<file path="src/rtl/fifo_rd_ctrl.sv">
// Read-side controller for the dual-clock sample FIFO: pops, absorbs read latency, feeds the FIR over valid/ready.
// Optional FIFO_RD_STATS_EN adds sample_cnt/stall_cnt counters.
//
// state   | meaning
// S_IDLE  | nothing buffered or in flight, waiting for enable
// S_RUN   | popping the FIFO while there is room for the reply
// S_DRAIN | no new pops; in-flight samples still captured and delivered
// S_FLUSH | buffer cleared, in-flight returns dropped until the pipe empties
module fifo_rd_ctrl #(
  parameter int DATA_W     = 16,
  parameter int RD_LATENCY = 1
) (
  input  logic              clk_rd,
  input  logic              rst_n,
  input  logic              enable,
  input  logic              flush,
  input  logic              empty,
  input  logic [DATA_W-1:0] rd_data,
  output logic              rd_en,
  output logic [DATA_W-1:0] out_data,
  output logic              out_valid,
  input  logic              out_ready,
  output logic              busy
`ifdef FIFO_RD_STATS_EN
  ,
  output logic [31:0]       sample_cnt,
  output logic [15:0]       stall_cnt
`endif
);

  localparam int BUF_D = RD_LATENCY + 1;
  localparam int PW    = (BUF_D > 2) ? 2 : 1;
  localparam int CW    = 2;
  localparam int SW    = 3;

  typedef enum logic [1:0] {S_IDLE, S_RUN, S_DRAIN, S_FLUSH} state_t;

  state_t                state;
  logic [DATA_W-1:0]     sbuf [BUF_D];
  logic [PW-1:0]         wr_ptr;
  logic [PW-1:0]         rd_ptr;
  logic [CW-1:0]         occ;
  logic [RD_LATENCY-1:0] infl;
  logic [SW-1:0]         infl_cnt;
  logic [SW-1:0]         need;
  logic                  pop_out;
  logic                  cap;
  logic                  flush_act;
  logic                  drop;

  // Buffer depth is 2 or 3, so wrap explicitly rather than relying on overflow.
  function automatic logic [PW-1:0] ptr_next(input logic [PW-1:0] p);
    return (p == PW'(BUF_D - 1)) ? '0 : p + 1'b1;
  endfunction

  always_comb begin
    infl_cnt = '0;
    for (int i = 0; i < RD_LATENCY; i++) infl_cnt = infl_cnt + SW'(infl[i]);
  end

  // Only pop when the reply is guaranteed a free slot, counting data already in flight.
  assign pop_out   = out_valid & out_ready;
  assign need      = SW'(occ) + infl_cnt - SW'(pop_out);
  assign rd_en     = enable & ~empty & ~flush & (state == S_RUN) & (need < SW'(BUF_D));
  assign out_valid = (occ != '0) & (state != S_FLUSH);
  assign out_data  = sbuf[rd_ptr];
  assign busy      = (state != S_IDLE);
  assign flush_act = flush & (state != S_IDLE);
  assign drop      = flush_act | (state == S_FLUSH);
  assign cap       = infl[RD_LATENCY-1] & ~drop;

  always_ff @(posedge clk_rd or negedge rst_n) begin
    if (!rst_n) begin
      state  <= S_IDLE;
      infl   <= '0;
      occ    <= '0;
      wr_ptr <= '0;
      rd_ptr <= '0;
      for (int i = 0; i < BUF_D; i++) sbuf[i] <= '0;
    end else begin
      infl <= (infl << 1) | RD_LATENCY'(rd_en);
      if (flush_act) begin
        occ    <= '0;
        wr_ptr <= '0;
        rd_ptr <= '0;
      end else begin
        if (cap) begin
          sbuf[wr_ptr] <= rd_data;
          wr_ptr       <= ptr_next(wr_ptr);
        end
        if (pop_out) rd_ptr <= ptr_next(rd_ptr);
        occ <= occ + CW'(cap) - CW'(pop_out);
      end
      case (state)
        S_IDLE:  if (enable && !flush) state <= S_RUN;
        S_RUN: begin
          if (flush)        state <= S_FLUSH;
          else if (!enable) state <= S_DRAIN;
        end
        S_DRAIN: begin
          if (flush)                          state <= S_FLUSH;
          else if (enable)                    state <= S_RUN;
          else if (infl == '0 && occ == '0)   state <= S_IDLE;
        end
        S_FLUSH: if (infl == '0) state <= S_IDLE;
        default: state <= S_IDLE;
      endcase
    end
  end

`ifdef FIFO_RD_STATS_EN
  always_ff @(posedge clk_rd or negedge rst_n) begin
    if (!rst_n) begin
      sample_cnt <= '0;
      stall_cnt  <= '0;
    end else if (flush_act) begin
      sample_cnt <= '0;
      stall_cnt  <= '0;
    end else begin
      if (pop_out && sample_cnt != '1) sample_cnt <= sample_cnt + 1'b1;
      if (state == S_RUN && empty && occ == '0 && stall_cnt != '1)
        stall_cnt <= stall_cnt + 1'b1;
    end
  end
`endif

endmodule

</file>
<file path="config.mk">
export PLATFORM = sky130hd
export DESIGN_NAME = fifo_rd_ctrl
export DESIGN_NICKNAME = d
export VERILOG_FILES = /design/src/rtl/fifo_rd_ctrl.sv
export SDC_FILE = /design/constraint.sdc
export NUM_CORES = 1
export LEC_CHECK = 0
export CAP_MARGIN = 10
export CORE_MARGIN = 5
export CORE_UTILIZATION = 50
export CTS_BUF_LIST = sky130_fd_sc_hd__clkbuf_8 sky130_fd_sc_hd__clkbuf_16
export CTS_CLUSTER_DIAMETER = 100
export DETAILED_ROUTE_END_ITERATION = 16
export GPL_ROUTABILITY_DRIVEN = 0
export HOLD_SLACK_MARGIN = 0.06
export PLACE_DENSITY = 0.79
export SLEW_MARGIN = 5
export SYNTH_ARGS = -nofsm -noshare
export SYNTH_HDL_FRONTEND = slang
export SYNTH_SLANG_ARGS = --single-unit
</file>
<file path="constraint.sdc">
create_clock -name clk_rd -period 3 [get_ports clk_rd]
set_input_delay 0.6 -clock clk_rd [delete_from_list [all_inputs] [get_ports clk_rd]]
set_output_delay 0.6 -clock clk_rd [all_outputs]
set_load 0.02 [all_outputs]
</file>
== Yosys cells after proc, flatten, opt, wreduce, memory -nomap -nowiden ==
Cells that the tools add are included.
Storage, ports and cells
  register bits: 39
  bits in latches: 0
  bits in writable memories: 0
  bits in read-only memories: 0
  output and inout port bits: 19
  logic and storage cells: 74
  memories kept: 0
Cells by class
  add/sub/neg operators: 6
  multiply operators: 0
  div/mod/pow operators: 0
  $lt $le $gt $ge: 4
  equal/unequal tests: 8
  shifts and indexed selects: 0
  multiplexer cells: 21
  bitwise gates (word level): 16
  reductions and logical operators: 12
Operator list (number)
  2-to-1 mux 16 bit: 4
  bitwise mux 32 bit: 1
  demux 16 bit (select 1 bit): 1
  2-to-1 mux 2 bit: 8
  bitwise AND 1 bit: 8
  one-hot mux 2 bit (4 select lines): 1
  nonzero test 2 bit: 4
  2-to-1 mux 1 bit: 6
  inequality test 2 bit (second input constant): 3
  inverter 1 bit: 5
  equality test 2 bit (second input constant): 2
  >= comparator 2 bit (second input constant): 2
  logical NOT 2 bit: 2
  inequality test 4 bit (second input constant): 1
  inverter 1 -> 2 bit: 2
  AND reduction 4 bit: 1
  adder 2 x 1 -> 3 bit: 1
  logical AND 1 bit: 3
  less-than comparator 3 x 2 -> 1 bit (second input constant): 1
  inequality test 3 bit (second input constant): 1
  subtractor 3 x 1 -> 3 bit: 1
  adder 1 bit (second input constant): 2
  adder 2 x 1 -> 2 bit: 1
  equality test 2 x 1 -> 1 bit (second input constant): 1
  5 further kinds: 5

== Depth between registers and ports, before layout ==
Gate-level depths: netlist of run 1.
  depth after elaboration: 8
  mapped depth: 9
  mapped depth without buffers: 8

== Worst setup path before layout of run 1 ==
OpenSTA, ideal clock, no wires.
  path kind: register to output
  start point: reg state[1]
  end point: out rd_en
  data arrival time: 2.480 ns
  slack: -0.080 ns
  stages on the path, launching flop included: 8
  path buffers: 1
  path through: dfrtp_1 buf_2 a2bb2oi_1 and3b_1 o21ai_0 fa_1 nand4_1 nor3_1
On the way
  cells in the longest elaborated chain, start to end: 6
Ends and longest elaborated chain
  start: declaration: RTL line 38  | state_t state;
  start signal: assignment: RTL line 74  | state <= S_IDLE;
  start signal: assignment: RTL line 95  | S_IDLE: if (enable && !flush) state <= S_RUN;
  start signal: assignment: RTL line 97  | if (flush) state <= S_FLUSH;
  inequality test 2 bit: RTL line 65  | assign out_valid = (occ != '0) & (state != S_FLUSH);
  bitwise AND 1 bit: RTL line 65
  via out_valid: RTL line 21  | output logic out_valid,
  bitwise AND 1 bit: RTL line 62  | assign pop_out = out_valid & out_ready;
  subtractor 3 x 1 -> 3 bit: RTL line 63  | assign need = SW'(occ) + infl_cnt - SW'(pop_out);
  less-than comparator 3 x 2 -> 1 bit: RTL line 64  | assign rd_en = enable & ~empty & ~flush & (state == S_RUN) & (need < SW'(BUF_D));
  bitwise AND 1 bit: RTL line 64
  end: declaration: RTL line 19  | output logic rd_en,
The timed path passes the listed nets, and every way through them passes these cells.

== Final worst setup path of run 1 ==
  start point: reg occ[1]
  end point: out rd_en
On the way
  cells in the longest elaborated chain, start to end: 6
Ends and longest elaborated chain
  start: declaration: RTL line 42  | logic [CW-1:0] occ;
  start signal: assignment: RTL line 92  | occ <= occ + CW'(cap) - CW'(pop_out);
  nonzero test 2 bit: RTL line 65
  bitwise AND 1 bit: RTL line 65
  bitwise AND 1 bit: RTL line 62
  subtractor 3 x 1 -> 3 bit *: RTL line 63
  less-than comparator 3 x 2 -> 1 bit *: RTL line 64
  bitwise AND 1 bit *: RTL line 64
Mark *: on every way between the ends. The rest lies on a longest branch, timed or not.

==> results of run 1 <==
==> stage by stage <==
step / cells / utilization, % / hold slack (ns) / setup TNS [ns] / setup WS (ns)
floorplan: 137 / - / 0.304 / 0 / 0.0935
global placement: 229 / 65.3 / 0.482 / -0.325 / -0.325
detailed placement: 229 / 65.3 / 0.493 / -0.440 / -0.440
CTS: 237 / 68.4 / 0.436 / 0 / 0.00622
global route: 238 / 69.0 / 0.507 / 0 / 0.0640
finish: 238 / 69.0 / 0.410 / 0 / 0.211
==> kinds of logic (layout without fill, tap and decap cells) <==
| kind of cell | count (synthesis) | count (layout) |
|---|---|---|
| xor gates and xnor gates | 3 | 3 |
| adders and majority gates | 4 | 4 |
| muxes | 49 | 49 |
| and+or+nand+nor | 21 | 21 |
| DFF | 39 | 39 |
| buffers and inverters | 10 | 63 |
| AOI/OAI and AO/OA | 11 | 11 |
==> state kept, by name, indices dropped and copies added (netlist names) <==
signal	cells
sbuf	32
wr_ptr	1
occ	2
infl	1
rd_ptr	1
state	2
==> cells in the mapped netlist, types with 2 or more instances <==
| master | instances |
|---|---|
| a21oi_1 | 2 |
| and2_1 | 3 |
| buf_2 | 2 |
| buf_6 | 2 |
| clkbuf_1 | 2 |
| dfrtp_1 | 39 |
| ha_1 | 2 |
| inv_1 | 3 |
| mux2_2 | 48 |
| nand2_1 | 2 |
| nand2b_1 | 2 |
| nor2_1 | 2 |
| nor2b_1 | 2 |
| nor3_1 | 4 |
| o21a_1 | 2 |
| o21ai_0 | 3 |
| xnor2_1 | 2 |
==> power breakdown <==
group | total [mW] | internal [mW] | switching [mW]
clock network | 0.448 | 0.269 | 0.179
logic | 1.15 | 0.638 | 0.509
registers | 0.785 | 0.681 | 0.104
total | 2.38 | 1.59 | 0.792
==> path summary, 6_finish.rpt <==
check / start / end / depth (start not counted)
worst min register to register: sbuf[14] / sbuf[14] / 1
max in group asynchronous: rst_n / sbuf[15] / 1
worst max register to register: state[1] / occ[1] / 9
min in group clk_rd: sbuf[14] / sbuf[14] / 1
worst min-delay path: rst_n / sbuf[26] / 1
worst max-delay path: occ[1] / rd_en / 7
==> critical path, stage by stage, from the launching register on <==
cell	delay, ns
dfrtp_1	0.41
a2bb2oi_2	0.18
and3b_2	0.21
buf_4	0.13
fa_1	0.48
nand4_1	0.09
nor3_2	0.20
buf_4	0.17
==> repair_timing <==
action / CTS / global route
gates cloned: 0 / 0
resized for setup: 5 / 5
endpoints found under the setup margin: 1 / 1
pin swaps: 0 / 3
buffers inserted: 0 / 1
==> placed cells by master (no fill, tap or decap), drive strengths merged, types with 2 or more instances in the layout <==
cell,count
buf,14
and2,3
xnor2,2
ha,2
nand2,2
inv,3
nor2,3
a21oi,2
o21a,2
clkbuf,6
nor2b,2
nor3,4
o21ai,3
nand2b,2
mux2,48
clkdlybuf4s50,37
dfrtp,39
==> routing by layer <==
metal | global-route usage (%) | wire length (µm)
met4 | 8.56 | 75
met1 | 18.3 | 1500
met2 | 29.5 | 2160
met5 | 0 | 0
met3 | 4.97 | 149
==> final cells by class <==
cell class	instances	area [µm²]
fill	265	1130
sequential	39	976
tap	48	60.1
multi-input combinational	88	857
timing repair buffer	52	485
clock buffer	6	82.6
inverter	3	11.3
clock inverter	2	35.0
==> results.md, run 1 <==
* Status: finished, final reports clean
* Total power at 2.38 mW
* Antenna violations before repair at 0
* Initial Util at 51.5%
* Hold Path Class: in2async
* EDFF count, synth at 0
* Rows at 22
* Warnings from Yosys at 0
* Post-CTS Hold Buffers at 0
* Maximum vdd ir drop at 445 µV
* Worst Tran Pin Value at 0.868 ns
* Post-synth cell types at 32
* Hold Vio Cnt, Final at 0
* Via count of the first global-routing pass at 1407
* CP Launch Type: flop
* CP Data Required Time at 2.40 ns
* Die X at 71.2 µm
* Final HPWL DP at 2820 µm
* TritonCTS buffer count at 5
* CTS tree: built
* Remaining DRCs at 0
* Pin count of the biggest net entering global routing at 40
* Final Cell Area at 2510 µm²
* Max-Cap Viols at 0
* Drt pass-1 iters at 4
* Top post-synthesis cells by area: dfrtp_1, mux2_2, ha_1
* Final setup violation count at 0
* Sequential area share after synthesis at 52.1%
* Yosys top cell area share at 52.1%
* Skew final at 0.00561 ns
* Total track usage at 16.9%
* Clock-pin slew on the worst setup and hold paths at 0.08 ns
* Grt ovf at 0
* CTS Sinks at 39
* Clock latency on the worst-skew pair at 0.29 ns
* Antenna viol nets, final at 0
* # diodes at 0
* Final #Nets at 214
* DRT iter0 DRCs at 51
* Worst Setup Path Type: reg2out
* Die Y at 71.2 µm
* Final period util at 93.0%
* Avg WL per Cell at 16.3 µm
* Cell taking the most area after synthesis: dfrtp_1
* CP max FO at 3
* Share of cells above drive strength 1 at 41.1%
* Tmin final at 2.79 ns
* Synth Flop Type: dfrtp_1
* Register bit total from synthesis at 39
* Global-route wire length before repair at 6620 µm
* Worst-case clock buffer depth at 2
* Async SR Flop Fraction at 100%
* CP Capture Type: primary output
* Post-synthesis xor/xnor area fraction at 1.40%
* Max-slew violations at 0
* Root Buffer: clkbuf_8
* Largest family of logic cells by synthesized area: multiplexers
* Area delta synth->final at 34.0%
* Arr. time, crit path at 2.19 ns
* Synth Area in Compound Gates at 3.94%
* Slew margin rel. at 42.1%
* FMAX at 0.359 GHz
* I/O Buffers at 40
* Placed Area at 2370 µm²
* Mapped Cells at 137
* Vias per inst at 5.29
* Pwr dens at 949 nW/µm²
* Synthesized net count at 162
* H-tree depth at 2
* Post-synthesis adder-cell area fraction at 3.01%
* FF-to-FF setup slack at 0.87 ns
* Mux cell area share after synthesis at 29.4%
* Post-synthesis simple-gate area fraction at 7.15%
* Core ar. at 3630 µm²
* Drt total wl at 3880 µm
* Mapped Area at 1870 µm²
* Pleak at 1.10 nW
* RSZ-0062 raised after global routing: no
* Die area at 5070 µm²
* # IOs at 41
* Post-synthesis average cell area at 13.7 µm²
* Via count at 1259
Power figures use the tool's default switching activity.
==> inputs of run 2 (changes only) <==
- CORE_UTILIZATION: 50 -> 30
- PLACE_DENSITY: 0.79 -> unset
- TNS_END_PERCENT: unset -> 1
==> run 2 against run 1 <==
  * First-iteration DRC count fell by 35%
  * Final area rose by 2.5%
  * Critical path depth did not move
  * Clock skew fell by 0.0011 ns
  * Critical path type unchanged
==> results.md, run 2 (synthesized netlist as in run 1, its figures left out) <==
* Grt met3 use at 3.41%
* Hold Path Class: in2async
* Avg WL per Cell at 14.7 µm
* Largest register by flop count: sbuf
* Clock-pin slew on the worst setup and hold paths at 0.07 ns
* Largest regs: sbuf (32), occ (2), state (2)
* Area delta synth->final at 37.3%
* DRT iter0 DRCs at 33
* CTS Sinks at 39
* Max-slew violations at 0
* Worst Tran Pin Value at 0.846 ns
* Drt pass-1 iters at 4
* CTS tree: built
* Slew margin rel. at 43.6%
* Total power at 2.45 mW
* Vias per inst at 4.77
* Clock latency on the worst-skew pair at 0.29 ns
* Post-CTS Hold Buffers at 0
* Rows at 28
* Status: finished, final reports clean
* Fillers at 552
* Part of the power in registers at 32.3%
* Cells after DPL at 258
* Global-route wire length before repair at 6420 µm
* Pleak at 1.12 nW
* Worst-case clock buffer depth at 2
* Crit-path cells: a2bb2oi_4 > and3b_1 > buf_4 > fa_1 > nand4_1 > nor3_2 > buf_4
* # IOs at 41
* Final Cell Area at 2570 µm²
* Initial Util at 31.2%
* Critical R2R Capture: occ[1]
* Gr busiest metal: met2
* Max FFs per register at 32
* Final setup violation count at 0
* Pin count of the biggest net entering global routing at 40
* Share of cells above drive strength 1 at 39.8%
* Final period util at 93.0%
* Most common cell after layout, fill and taps aside: mux2_2
* Max-Cap Viols at 0
* Worst Setup Path Type: reg2out
* Maximum vdd ir drop at 407 µV
* P_int at 1.66 mW
* Post-layout util at 42.9%
* FF-to-FF setup slack at 0.87 ns
* Fin cells at 266
* Via count of the first global-routing pass at 1305
* Critical R2R Launch: state[0]
* H-tree depth at 2
* CP Launch Type: flop
* FMAX at 0.358 GHz
* Comb power frac at 46.9%
* Hold Vio Cnt, Final at 0
* Die area at 7920 µm²
* Grt ovf at 0
* Setup TNS at 0 ns
* Core ar. at 5990 µm²
* Via count at 1270
* Most frequent cells in the layout: mux2_2, dfrtp_1, clkdlybuf4s50_1, buf_4, clkbuf_8
* Total track usage at 10.8%
* Remaining DRCs at 0
* I/O Buffers at 40
* TritonCTS buffer count at 5
* CP max stage cell: fa_1
* Worst slack at placement at -0.397 ns
* Met2 usage at 17.7%
* Drt total wl at 3920 µm
* Skew final at 0.00449 ns
* Clock network power share at 20.8%
* Final setup margin at 0.209 ns
* Switch Pwr at 0.792 mW
* GR Util met1 at 12.9%
* Placed Area at 2420 µm²
* Final HPWL DP at 2900 µm
* Fin Hold WS at 0.412 ns
* CP most frequent cell: buf_4
* Final #Nets at 215
* CP Capture Type: primary output
* CP max FO at 4
* Tmin final at 2.79 ns
* Pwr dens at 953 nW/µm²
* Antenna viol nets, final at 0
* # diodes at 0
* Root Buffer: clkbuf_8
* Worst R2R Path Depth at 9
* Largest stage delay on the critical path at 0.50 ns
* RSZ-0062 raised after global routing: no
* Antenna violations before repair at 0
* Die Y at 89.0 µm
* CP Data Required Time at 2.40 ns
* Switch share at 32.4%
* Arr. time, crit path at 2.19 ns
* Die X at 89.0 µm
[run 2: power by group through the flow]
stage,sequential (mW),clock [mW],combinational (mW)
after global routing,0.811,0.547,1.23
after detailed placement,0.787,0,1.15
after global placement,0.773,0,1.13
after floorplan,0.752,0,0.694
after CTS,0.777,0.521,1.15
final,0.791,0.510,1.15
[run 2: layout make-up]
cell class | count | area, µm² | share of cell area (%)
clock buffers | 5 | 68.8 | 2.68
repair buffers | 53 | 493 | 19.2
multi-input cells | 88 | 863 | 33.6
well taps | 75 | 93.8 | 3.65
clock inverters | 3 | 63.8 | 2.48
flip-flops and latches | 39 | 976 | 38.0
inverters | 3 | 11.3 | 0.438
[run 2: how the worst max path moves through the flow]
stage,from,to,slack [ns],cells past startpoint
6_report,occ[1],rd_en,0.21,7
5_1_grt,state[1],rd_en,0.05,7
4_1_cts,out_ready,rd_en,0.04,7
3_5_place_dp,out_ready,rd_en,-0.40,7
3_3_place_gp,out_ready,rd_en,-0.33,7
2_1_floorplan,state[1],rd_en,0.09,7
[run 2: worst max-delay path, delay by kind of cell, from the launching register on]
kind	cells	cell delay, ns
AO/OA/AOI/OAI	1	0.18
adder cells (fa/ha/maj)	1	0.50
buffers and inverters	2	0.30
flip-flops	1	0.41
AND/OR/NAND/NOR	3	0.51
[run 2: what timing repair did]
item,in CTS,in global routing
pin swaps,0,1
endpoints found under the hold margin,0,0
setup endpoints to repair,1,1
setup buffers,0,0
gates resized for setup,4,4
[run 2: layer usage]
| metal | part of all wire, % | vias up |
|---|---|---|
| met1 | 40 | 641 |
| li1 | - | 597 |
| met5 | 0 | - |
| met3 | 5.6 | 8 |
| met2 | 52 | 24 |
| met4 | 2.2 | 0 |
